===== src/rtl/load_mtxreg_ctrl_pkg.sv =====
// Shared HPU definitions for the matrix-register load controller:
// default widths and the controller state encoding.
package load_mtxreg_ctrl_pkg;

    localparam int MRC_IND_WTH_DEF  = 1;
    localparam int MRC_ADDR_WTH_DEF = 9;
    localparam int MR_DATA_WTH_DEF  = 512;
    localparam int LEN_WTH_DEF      = 10;

    typedef enum logic [1:0] {
        ST_IDLE = 2'd0,
        ST_LOAD = 2'd1,
        ST_DONE = 2'd2
    } ldmr_state_e;

endpackage


===== src/rtl/load_mtxreg_ctrl.sv =====
// Matrix-register load controller: accepts a (bank, address, length) command,
// streams DDR beats into consecutive matrix-register lines with a one-cycle
// write latency, and pulses done together with the final write.
module load_mtxreg_ctrl
    import load_mtxreg_ctrl_pkg::*;
#(
    parameter int MRC_IND_WTH  = MRC_IND_WTH_DEF,
    parameter int MRC_ADDR_WTH = MRC_ADDR_WTH_DEF,
    parameter int MR_DATA_WTH  = MR_DATA_WTH_DEF,
    parameter int LEN_WTH      = LEN_WTH_DEF
) (
    input  logic                    clk_i,
    input  logic                    rst_n_i,
    input  logic                    ctrl_ldmr__cmd_valid_i,
    output logic                    ldmr_ctrl__cmd_ready_o,
    input  logic [MRC_IND_WTH-1:0]  ctrl_ldmr__cmd_index_i,
    input  logic [MRC_ADDR_WTH-1:0] ctrl_ldmr__cmd_addr_i,
    input  logic [LEN_WTH-1:0]      ctrl_ldmr__cmd_len_i,
    input  logic [MR_DATA_WTH-1:0]  ddr_ldmr__rdata_i,
    input  logic                    ddr_ldmr__rdata_act_i,
    output logic                    ldmr_ddr__rdata_rdy_o,
    output logic [MRC_IND_WTH-1:0]  ldmr_mrc__windex_o,
    output logic [MRC_ADDR_WTH-1:0] ldmr_mrc__waddr_o,
    output logic                    ldmr_mrc__we_o,
    output logic [MR_DATA_WTH-1:0]  ldmr_mrc__wdata_o,
    output logic                    ldmr_mrc__wdata_act_o,
    output logic                    ldmr_ctrl__done_o,
    output logic                    ldmr_ctrl__busy_o
);

    ldmr_state_e state_q, state_nxt;

    logic [MRC_IND_WTH-1:0]  idx_q;
    logic [MRC_ADDR_WTH-1:0] addr_q;
    logic [LEN_WTH-1:0]      len_q;
    logic [LEN_WTH-1:0]      cnt_q;

    logic                    cmd_fire;
    logic                    beat_fire;
    logic                    last_beat;
    logic [MRC_ADDR_WTH-1:0] waddr_nxt;

    logic                    vld_p1;
    logic [MRC_IND_WTH-1:0]  windex_p1;
    logic [MRC_ADDR_WTH-1:0] waddr_p1;
    logic [MR_DATA_WTH-1:0]  wdata_p1;

    assign cmd_fire  = (state_q == ST_IDLE) && ctrl_ldmr__cmd_valid_i;
    assign beat_fire = (state_q == ST_LOAD) && ddr_ldmr__rdata_act_i;
    assign last_beat = (cnt_q == (len_q - LEN_WTH'(1)));
    // Line address wraps naturally at the matrix-register depth.
    assign waddr_nxt = addr_q + MRC_ADDR_WTH'(cnt_q);

    // State register.
    always_ff @(posedge clk_i or negedge rst_n_i) begin
        if (!rst_n_i) begin
            state_q <= ST_IDLE;
        end else begin
            state_q <= state_nxt;
        end
    end

    // Next-state logic: a zero-length command goes straight to DONE.
    always_comb begin
        state_nxt = state_q;
        case (state_q)
            ST_IDLE: begin
                if (ctrl_ldmr__cmd_valid_i) begin
                    state_nxt = (ctrl_ldmr__cmd_len_i != '0) ? ST_LOAD : ST_DONE;
                end
            end
            ST_LOAD: begin
                if (beat_fire && last_beat) begin
                    state_nxt = ST_DONE;
                end
            end
            ST_DONE: state_nxt = ST_IDLE;
            default: state_nxt = ST_IDLE;
        endcase
    end

    // Command latch and beat counter.
    always_ff @(posedge clk_i or negedge rst_n_i) begin
        if (!rst_n_i) begin
            idx_q  <= '0;
            addr_q <= '0;
            len_q  <= '0;
            cnt_q  <= '0;
        end else if (cmd_fire) begin
            idx_q  <= ctrl_ldmr__cmd_index_i;
            addr_q <= ctrl_ldmr__cmd_addr_i;
            len_q  <= ctrl_ldmr__cmd_len_i;
            cnt_q  <= '0;
        end else if (beat_fire) begin
            cnt_q  <= cnt_q + LEN_WTH'(1);
        end
    end

    // Write stage: registers one consumed beat; address/bank/data hold when idle.
    always_ff @(posedge clk_i or negedge rst_n_i) begin
        if (!rst_n_i) begin
            vld_p1    <= 1'b0;
            windex_p1 <= '0;
            waddr_p1  <= '0;
            wdata_p1  <= '0;
        end else begin
            vld_p1 <= beat_fire;
            if (beat_fire) begin
                windex_p1 <= idx_q;
                waddr_p1  <= waddr_nxt;
                wdata_p1  <= ddr_ldmr__rdata_i;
            end
        end
    end

    assign ldmr_ctrl__cmd_ready_o = (state_q == ST_IDLE);
    assign ldmr_ddr__rdata_rdy_o  = (state_q == ST_LOAD);
    assign ldmr_ctrl__busy_o      = (state_q == ST_LOAD) || (state_q == ST_DONE);
    assign ldmr_ctrl__done_o      = (state_q == ST_DONE);

    assign ldmr_mrc__we_o         = vld_p1;
    assign ldmr_mrc__wdata_act_o  = vld_p1;
    assign ldmr_mrc__windex_o     = windex_p1;
    assign ldmr_mrc__waddr_o      = waddr_p1;
    assign ldmr_mrc__wdata_o      = wdata_p1;

endmodule


===== config.mk =====
export PLATFORM = sky130hd
export DESIGN_NAME = load_mtxreg_ctrl
export DESIGN_NICKNAME = d
export VERILOG_FILES = /design/src/rtl/load_mtxreg_ctrl_pkg.sv /design/src/rtl/load_mtxreg_ctrl.sv
export SDC_FILE = /design/constraint.sdc
export NUM_CORES = 1
export LEC_CHECK = 0
export CAP_MARGIN = 20
export CORE_AREA = 2 2 414 416
export CTS_CLUSTER_SIZE = 40
export DETAILED_ROUTE_END_ITERATION = 12
export DIE_AREA = 0 0 416 418
export GPL_TIMING_DRIVEN = 1
export PLACE_DENSITY = 0.43
export SYNTH_ARGS = -nofsm -noshare
export SYNTH_HDL_FRONTEND = slang
export SYNTH_SLANG_ARGS = --single-unit
export TNS_END_PERCENT = 50

===== constraint.sdc =====
create_clock -name clk_i -period 2.1 [get_ports clk_i]
set_input_delay 0.315 -clock clk_i [delete_from_list [all_inputs] [get_ports clk_i]]
set_output_delay 0.315 -clock clk_i [all_outputs]
set_load 0.02 [all_outputs]

==> results of run 1 <==
[what timing repair did]
item | CTS | global route
gates resized for setup | 81 | 31
setup endpoints to repair | 62 | 11
pin swaps | 3 | 12
endpoints found under the hold margin | 20 | 0
hold buffers | 1 | 0
buffers inserted | 1 | 4
[area by class of cell]
type / instances / area (um^2)
diodes: 13 / 32.5
clock buffers: 106 / 2090
clock inverters: 25 / 424
fillers: 18514 / 131000
inverters: 14 / 60.1
multi-input cells: 1751 / 7230
flip-flops and latches: 555 / 13900
well taps: 2218 / 2780
repair buffers: 1196 / 11900
[layer usage]
layer / wire [um] / up-vias / global-route usage [%] / share of wire [%]
li1: - / 9752 / - / -
met1: 42200 / 9637 / 13.7 / 41
met2: 51200 / 625 / 19.1 / 49
met3: 7540 / 118 / 3.65 / 7.3
met4: 2550 / 2 / 4.02 / 2.5
met5: 13 / - / 0 / 0.013
[per-stage QoR]
stage / worst slack, ns / power (uW)
6_report: 0.0576 / 60100
5_1_grt: -0.0460 / 63800
4_1_cts: -0.0232 / 61000
3_5_place_dp: -0.0644 / 47500
3_3_place_gp: -0.0805 / 47400
2_1_floorplan: 0.0154 / 31200
[worst max-delay path: stages, from the launching register on]
cell and delay (ns):
dfrtp_1 0.40, inv_2 0.07, ha_2 0.16, nor2b_1 0.13, buf_4 0.18, nand2_1 0.08, or4_4 0.48, nand3_2 0.11
nand4_1 0.12, a311oi_2 0.22
[synth_stat cells (all sizes together), types with 3 or more instances]
master  number  area share (%)
o21ai       13            0.30
xnor2       12            0.52
a21oi        7            0.16
nor3         5            0.17
nand3       10            0.23
nor2b        3           0.087
or3          3           0.087
xor2        10            0.41
nor2        13            0.23
nand4        5            0.15
inv         14            0.24
ha          13            0.76
nand2     1614              28
and3         3           0.087
clkbuf     124             2.2
dfrtp      555              65
o31ai        3            0.17
[where the power goes]
| group | total (uW) | leakage [uW] | switching, uW | internal (uW) |
|---|---|---|---|---|
| clock network | 13200 | 0.00123 | 5240 | 7970 |
| registers | 18800 | 0.00686 | 3000 | 15800 |
| logic | 28000 | 0.0100 | 15800 | 12300 |
[worst max path at each step]
stage | startpoint | endpoint | slack, ns
after global placement | len_q[0] | state_q[1] | -0.08
after global routing | addr_q[0] | ldmr_mrc__waddr_o[8] | -0.05
after CTS | len_q[0] | state_q[0] | -0.02
final | len_q[1] | state_q[1] | 0.06
after detailed placement | len_q[0] | state_q[1] | -0.06
after floorplan | cnt_q[0] | ldmr_mrc__waddr_o[8] | 0.02
[layout by cell type (no fill, tap or decap), drive strengths merged, types with 3 or more instances in the layout]
master and n:
nand2 1614, o31ai 3, clkinv 14, nor2b 3, ha 13, clkbuf 106, bufinv 8, inv 16
xor2 10, xnor2 12, dlygate4sd2 56, nand4 5, nor2 13, dfrtp 555, a21oi 7, nand3 10
or3 3, and3 3, diode 13, o21ai 13, nor3 5, clkdlybuf4s50 999, buf 136, dlymetal6s2s 3
[state kept, by name, indices dropped and copies added (netlist names), 2 cells and up]
signal             count
addr_q                 9
cnt_q                 10
ldmr_mrc__waddr_o      9
ldmr_mrc__wdata_o    512
len_q                 10
state_q                2
[logic make-up after synthesis]
logic type	synth area share [%]
adders and majority gates	0.849
and+or+nand+nor	29.6
AOI/OAI and AO/OA	1.50
xor gates and xnor gates	0.931
buffers and inverters	2.46
muxes	0.0524
DFF	64.6
==> summary.log, run 1 <==
INFO  global_route   vias_in_the_first_global_route=20727
INFO  sta            setup_violators_final=0
INFO  yosys          ys.flop_type=dfrtp_1
INFO  place          hpwl_detailed=79500um
INFO  yosys          syn-mean-instance-area=8.79um^2
INFO  worst_setup_path timing.setup.critical_path_class=reg -> reg
INFO  sta            fin_worst_hold_slack=0.185ns
INFO  floorplanning  core_area=169000um^2
INFO  clocking       cts_made_buffers=73
INFO  worst_setup_path timing.rr.end=state_q[1]
INFO  global_route   grt_overflow_total=0
INFO  global_route   grt_pass1_wl=147000um
INFO  clocking       worst_setup_hold_path_clk_slew=0.06ns
INFO  sta            rsz0062_at_grt=true
INFO  clocking       clk_latency_worst_skew_pair=0.65ns
INFO  layout         stdcell_count=5878
INFO  power          vdd_drop_max=0.736mV
INFO  layout         final_cell_area=38400um^2
INFO  floorplanning  io-pin-count=1064
INFO  place          numPlacedInstances=5728
INFO  layout         num-nets-final=4141
INFO  global_route   grt_max_degree=68
INFO  worst_setup_path timing.critical_path.fanout_max=8
INFO  power          leakagePower=0.0181uW
INFO  power          power.density_cell_area=1560nW/um^2
INFO  sta            fin_skew=0.0464ns
INFO  worst_setup_path end_kind=flop
INFO  drt            final_antenna_net_count=0
INFO  flow_run       maxCapViolCount=0
INFO  floorplanning  die_w=416um
INFO  yosys          yosys_warnings=0
INFO  place          placed_area=35800um^2
INFO  yosys          synthesis.instances=2446
INFO  global_route   grtUsageTotal=11.4%
INFO  yosys          synth-seq-cells=555
INFO  worst_hold_path min-delay-start=ddr_ldmr__rdata_i[252]
INFO  status         run_status=completed
INFO  worst_setup_path worstPathRequired=2.66ns
INFO  sta            clock.fmax=0.490GHz
INFO  sta            hold_violations=0
INFO  global_route   grt_antenna_before_repair=16
INFO  worst_setup_path ff2ff_path_depth=9
INFO  floorplanning  row_count=151
INFO  drt            routed_wirelength=103000um
INFO  worst_hold_path min_path_type=in -> reg
INFO  yosys          ys_seq_area_share=64.6%
INFO  drt            vias_per_cell=3.43
INFO  sta            timing.final.max_slew_violations=0
INFO  worst_setup_path startpoint_type=flop
INFO  worst_hold_path worst_hold_path.num_cells=3
INFO  drt            firstDrtPassIters=6
INFO  drt            drt_iter0_drc=1135
INFO  drt            drc_errors=0
INFO  yosys          syn_nets=2996
INFO  clocking       clock_sinks=555
INFO  drt            drt-wirelength-per-cell=17.6um
INFO  clocking       clock_tree.buffer_depth=3
INFO  worst_setup_path crit-reg2reg-launch=len_q[1]
INFO  floorplanning  floorplan.die_area=174000um^2
INFO  worst_setup_path cp_data_arrival_time=2.60ns
INFO  layout         post_route_cells_drive_above_1_share=7.79%
INFO  yosys          synth.cell_area=21500um^2
INFO  yosys          synth-edff-count=0
INFO  clocking       cts_tree=done
INFO  worst_hold_path min_to=ldmr_mrc__wdata_o[252]
INFO  sta            final.setup.tns=0ns
INFO  sta            tightestPinTransition=0.730ns
INFO  layout         area_growth_syn_to_layout=78.6%
INFO  floorplanning  die_h=418um
INFO  sta            timing.slew.headroom=51.3%
INFO  layout         layout.core_utilization=22.7%
INFO  place          place.gp.congestion=0.865
INFO  floorplanning  starting_density_of_the_core=12.7%
INFO  clocking       cts_root_buf=clkbuf_16
INFO  yosys          synth_cell_types=52
INFO  sta            layout_min_cycle_time=2.04ns
INFO  yosys          postSynth.asyncResetShare=100%
INFO  place          placement.io_buffers=1063
INFO  sta            final.period_utilization=97.3%
INFO  drt            overall_via_count_from_detail_route=20134
INFO  clocking       number_of_levels_in_the_clock_h_tree=3
INFO  worst_setup_path r2r_slack=0.06ns
No activity file was read; power rests on OpenSTA's default activity.
==> run 2, diff against run 1 <==
CORE_AREA = 4 4 416 418   (was 2 2 414 416)
DIE_AREA = 0 0 420 422   (was 0 0 416 418)
==> run 2 against run 1 <==
Effect of this change:
- clock-buffer cell count grew 1
- critical path depth shrank 6
- global-route usage grew 0.38 points
- die area grew 1.9%
- largest power group unchanged
- critical path type is now reg -> out
- utilization shrank 0.13 points
- sequential power is essentially flat
- final area shrank 0.56%
- total power shrank 1.2%
==> summary.log, run 2 (same netlist as run 1, synthesis figures left out) <==
INFO  status         run_status=completed [unchanged]
INFO  place          placement.io_buffers=1063 [unchanged]
INFO  flow_run       maxCapViolCount=0 [unchanged]
INFO  worst_setup_path critical_path_depth=3 [was 9]
INFO  power          leakagePower=0.0182uW [was 0.0181 uW]
INFO  layout         max_reg_flops=512 [unchanged]
INFO  sta            layout_min_cycle_time=2.07ns [was 2.04 ns]
INFO  power          design_power_total=59300uW [was 60100 uW]
INFO  clocking       clk_latency_worst_skew_pair=0.66ns [was 0.65 ns]
INFO  sta            timing.final.max_slew_violations=0 [unchanged]
INFO  floorplanning  row_count=151 [unchanged]
INFO  power          power.density_cell_area=1550nW/um^2 [was 1560 nW/um^2]
INFO  clocking       worst_setup_hold_path_clk_slew=0.06ns [about the same]
INFO  worst_setup_path timing.rr.end=state_q[1] [unchanged]
INFO  layout         area_growth_syn_to_layout=77.6% [was 78.6%]
INFO  drt            drc_errors=0 [unchanged]
INFO  global_route   grt_max_degree=62 [was 68]
INFO  worst_setup_path ff2ff_path_depth=9 [unchanged]
INFO  global_route   grt_overflow_total=0 [unchanged]
INFO  layout         post_route_cells_drive_above_1_share=7.36% [was 7.79%]
INFO  drt            firstDrtPassIters=5 [was 6]
INFO  power          switching_power=24100uW [was 24000 uW]
INFO  power          power.share.clock=21.6% [was 22.0%]
INFO  layout         num-nets-final=4141 [unchanged]
INFO  layout         total_area_of_sequential_cells=13900um^2 [about the same]
INFO  worst_setup_path timing.critical_path.cells=inv_1 -> ha_2 -> clkdlybuf4s15_2 [was inv_2 -> ha_2 -> nor2b_1 -> buf_4 -> nand2_1 -> or4_4 -> nand3_2 -> nand4_1 -> a311oi_2]
INFO  sta            tightestPinTransition=0.644ns [was 0.730 ns]
INFO  sta            final.period_utilization=98.4% [was 97.3%]
INFO  worst_setup_path worst_path_dominant_cell_family=buffers and inverters [was simple AND/OR/NAND/NOR gates]
INFO  worst_hold_path min_path_type=in -> async [was in -> reg]
INFO  drt            routed_wirelength=108000um [was 103000 um]
INFO  worst_setup_path startpoint_type=flop [unchanged]
INFO  worst_setup_path worstPathRequired=1.78ns [was 2.66 ns]
INFO  power          vdd_drop_max=0.803mV [was 0.736 mV]
INFO  worst_setup_path cpMaxStageDelayCell=dfrtp_1 [was or4_4]
INFO  worst_setup_path cp_num_buf_inv=2 [unchanged]
INFO  global_route   grt_antenna_before_repair=5 [was 16]
INFO  power          seq_power_share=31.7% [was 31.4%]
INFO  layout         most-common-layout-cells=nand2_1 (1613), clkdlybuf4s50_1 (942), dfrtp_1 (555), dlygate4sd2_1 (114), buf_4 (103) [was nand2_1 (1613), clkdlybuf4s50_1 (999), dfrtp_1 (554), buf_4 (107), clkbuf_16 (75)]
INFO  layout         stdcell_count=5860 [was 5878]
INFO  place          hpwl_detailed=84600um [was 79500 um]
INFO  worst_setup_path timing.setup.critical_path_class=reg -> out [was reg -> reg]
INFO  drt            drt-wirelength-per-cell=18.4um [was 17.6 um]
INFO  worst_setup_path cp_data_arrival_time=1.75ns [was 2.60 ns]
INFO  drt            overall_via_count_from_detail_route=20051 [was 20134]
INFO  sta            fin_worst_hold_slack=0.144ns [was 0.185 ns]
INFO  floorplanning  die_w=420um [was 416 um]
INFO  clocking       number_of_levels_in_the_clock_h_tree=3 [unchanged]
INFO  floorplanning  die_h=422um [was 418 um]
INFO  sta            final.setup.tns=0ns [unchanged]
INFO  worst_setup_path cpPeakStageDelay=0.39ns [was 0.48 ns]
INFO  power          combinationalPowerShare=46.8% [was 46.7%]
INFO  floorplanning  floorplan.die_area=177000um^2 [was 174000 um^2]
INFO  sta            timing.slew.headroom=57.1% [was 51.3%]
INFO  clocking       cts_tree=done [unchanged]
INFO  clocking       clock_tree.buffer_depth=3 [unchanged]
INFO  worst_setup_path r2r_slack=0.07ns [was 0.06 ns]
INFO  floorplanning  starting_density_of_the_core=12.7% [unchanged]
INFO  worst_setup_path end_kind=output pin [was flop]
INFO  layout         layout.cells.most_common=nand2_1 [unchanged]
INFO  sta            hold_violations=0 [unchanged]
INFO  power          intPower=35300uW [was 36100 uW]
INFO  clocking       cts_root_buf=clkbuf_16 [unchanged]
INFO  drt            final_antenna_net_count=0 [unchanged]
INFO  floorplanning  core_area=169000um^2 [unchanged]
INFO  global_route   grt_pass1_wl=154000um [was 147000 um]
INFO  sta            fin_skew=0.0397ns [was 0.0464 ns]
INFO  global_route   grtUsageTotal=11.8% [was 11.4%]
INFO  layout         fillCellCount=18524 [was 18514]
INFO  power          sw_frac_of_total=40.6% [was 39.9%]
INFO  sta            setup_violators_final=0 [unchanged]
INFO  global_route   vias_in_the_first_global_route=20980 [was 20727]
INFO  drt            vias_per_cell=3.42 [was 3.43]
INFO  place          numPlacedInstances=5730 [was 5728]
INFO  place          place.gp.congestion=0.907 [was 0.865]
INFO  clocking       cts_made_buffers=73 [unchanged]
INFO  floorplanning  io-pin-count=1064 [unchanged]
INFO  worst_setup_path crit-reg2reg-launch=len_q[0] [was len_q[1]]
INFO  worst_setup_path timing.critical_path.fanout_max=7 [was 8]
INFO  sta            clock.fmax=0.484GHz [was 0.490 GHz]
INFO  drt            drt_iter0_drc=876 [was 1135]
INFO  clocking       clock_sinks=555 [unchanged]
INFO  sta            rsz0062_at_grt=true [unchanged]
INFO  layout         multi_input_area=7190um^2 [was 7230 um^2]
-- run 2: cell count changes in the layout (fill, tap and decap cells not counted), moves of 6 or more --
| cell | before | now |
|---|---|---|
| clkbuf_8 | 10 | 16 |
| diode_2 | 13 | 3 |
| clkdlybuf4s50_1 | 999 | 942 |
| dlygate4sd2_1 | 56 | 114 |
| clkinv_2 | 10 | 4 |
-- run 2: area by class of cell --
| cell class | instances | share of cell area (%) |
|---|---|---|
| inverter | 14 | 0.157 |
| antenna | 3 | 0.0196 |
| clock inverter | 16 | 0.724 |
| sequential | 555 | 36.4 |
| tap | 2218 | 7.26 |
| timing repair buffer | 1196 | 31.1 |
| clock buffer | 107 | 5.59 |
| multi-input combinational | 1751 | 18.8 |
-- run 2: repair_timing --
item | CTS | global route
pin swaps | 1 | 11
hold buffers | 1 | 0
hold endpoints to repair | 194 | 0
gates resized for setup | 127 | 21
buffers inserted | 0 | 3
endpoints found under the setup margin | 119 | 11
-- run 2: how the worst max path moves through the flow --
stage                                        to        from
after CTS                 ldmr_ddr__rdata_rdy_o  state_q[1]
after global routing                 state_q[1]    len_q[0]
after global placement               state_q[1]    len_q[0]
after detailed placement             state_q[1]    len_q[0]
after floorplan            ldmr_mrc__waddr_o[8]    cnt_q[0]
final                     ldmr_ddr__rdata_rdy_o  state_q[1]
-- run 2: metrics by stage --
stage	cell area [um^2]	utilization (%)	worst slack (ns)
CTS	38100	22.5	-0.0432
finish	38200	22.6	0.0327
floorplan	21500	-	0.0154
global placement	35800	21.2	-0.0229
detailed placement	35800	21.2	-0.0354
global route	38200	22.6	-0.0775
-- run 2: power by group through the flow --
stage / logic, uW / clock network (uW) / registers, uW
2_1_floorplan: 6630 / 0 / 24600
3_3_place_gp: 28800 / 0 / 18800
3_5_place_dp: 28900 / 0 / 18900
4_1_cts: 28200 / 13400 / 18800
5_1_grt: 29900 / 13800 / 19500
6_report: 27800 / 12800 / 18800
-- run 2: metal layers --
layer	share of wire, %	routed length (um)	vias up	GRT usage, %
li1	-	-	9747	-
met1	40	43600	9590	14.0
met2	50	53600	598	20.3
met3	7.3	7880	116	3.68
met4	2.4	2610	0	3.46
met5	0	0	-	0
-- run 2: worst reg2reg max path, cell delays in order (launching register included) --
cell      delay (ns)
dfrtp_1         0.41
inv_2           0.09
ha_4            0.13
nor2b_1         0.12
buf_4           0.17
nand2_1         0.08
or4_4           0.48
nand3_2         0.11
nand4_1         0.09
a311oi_1        0.22
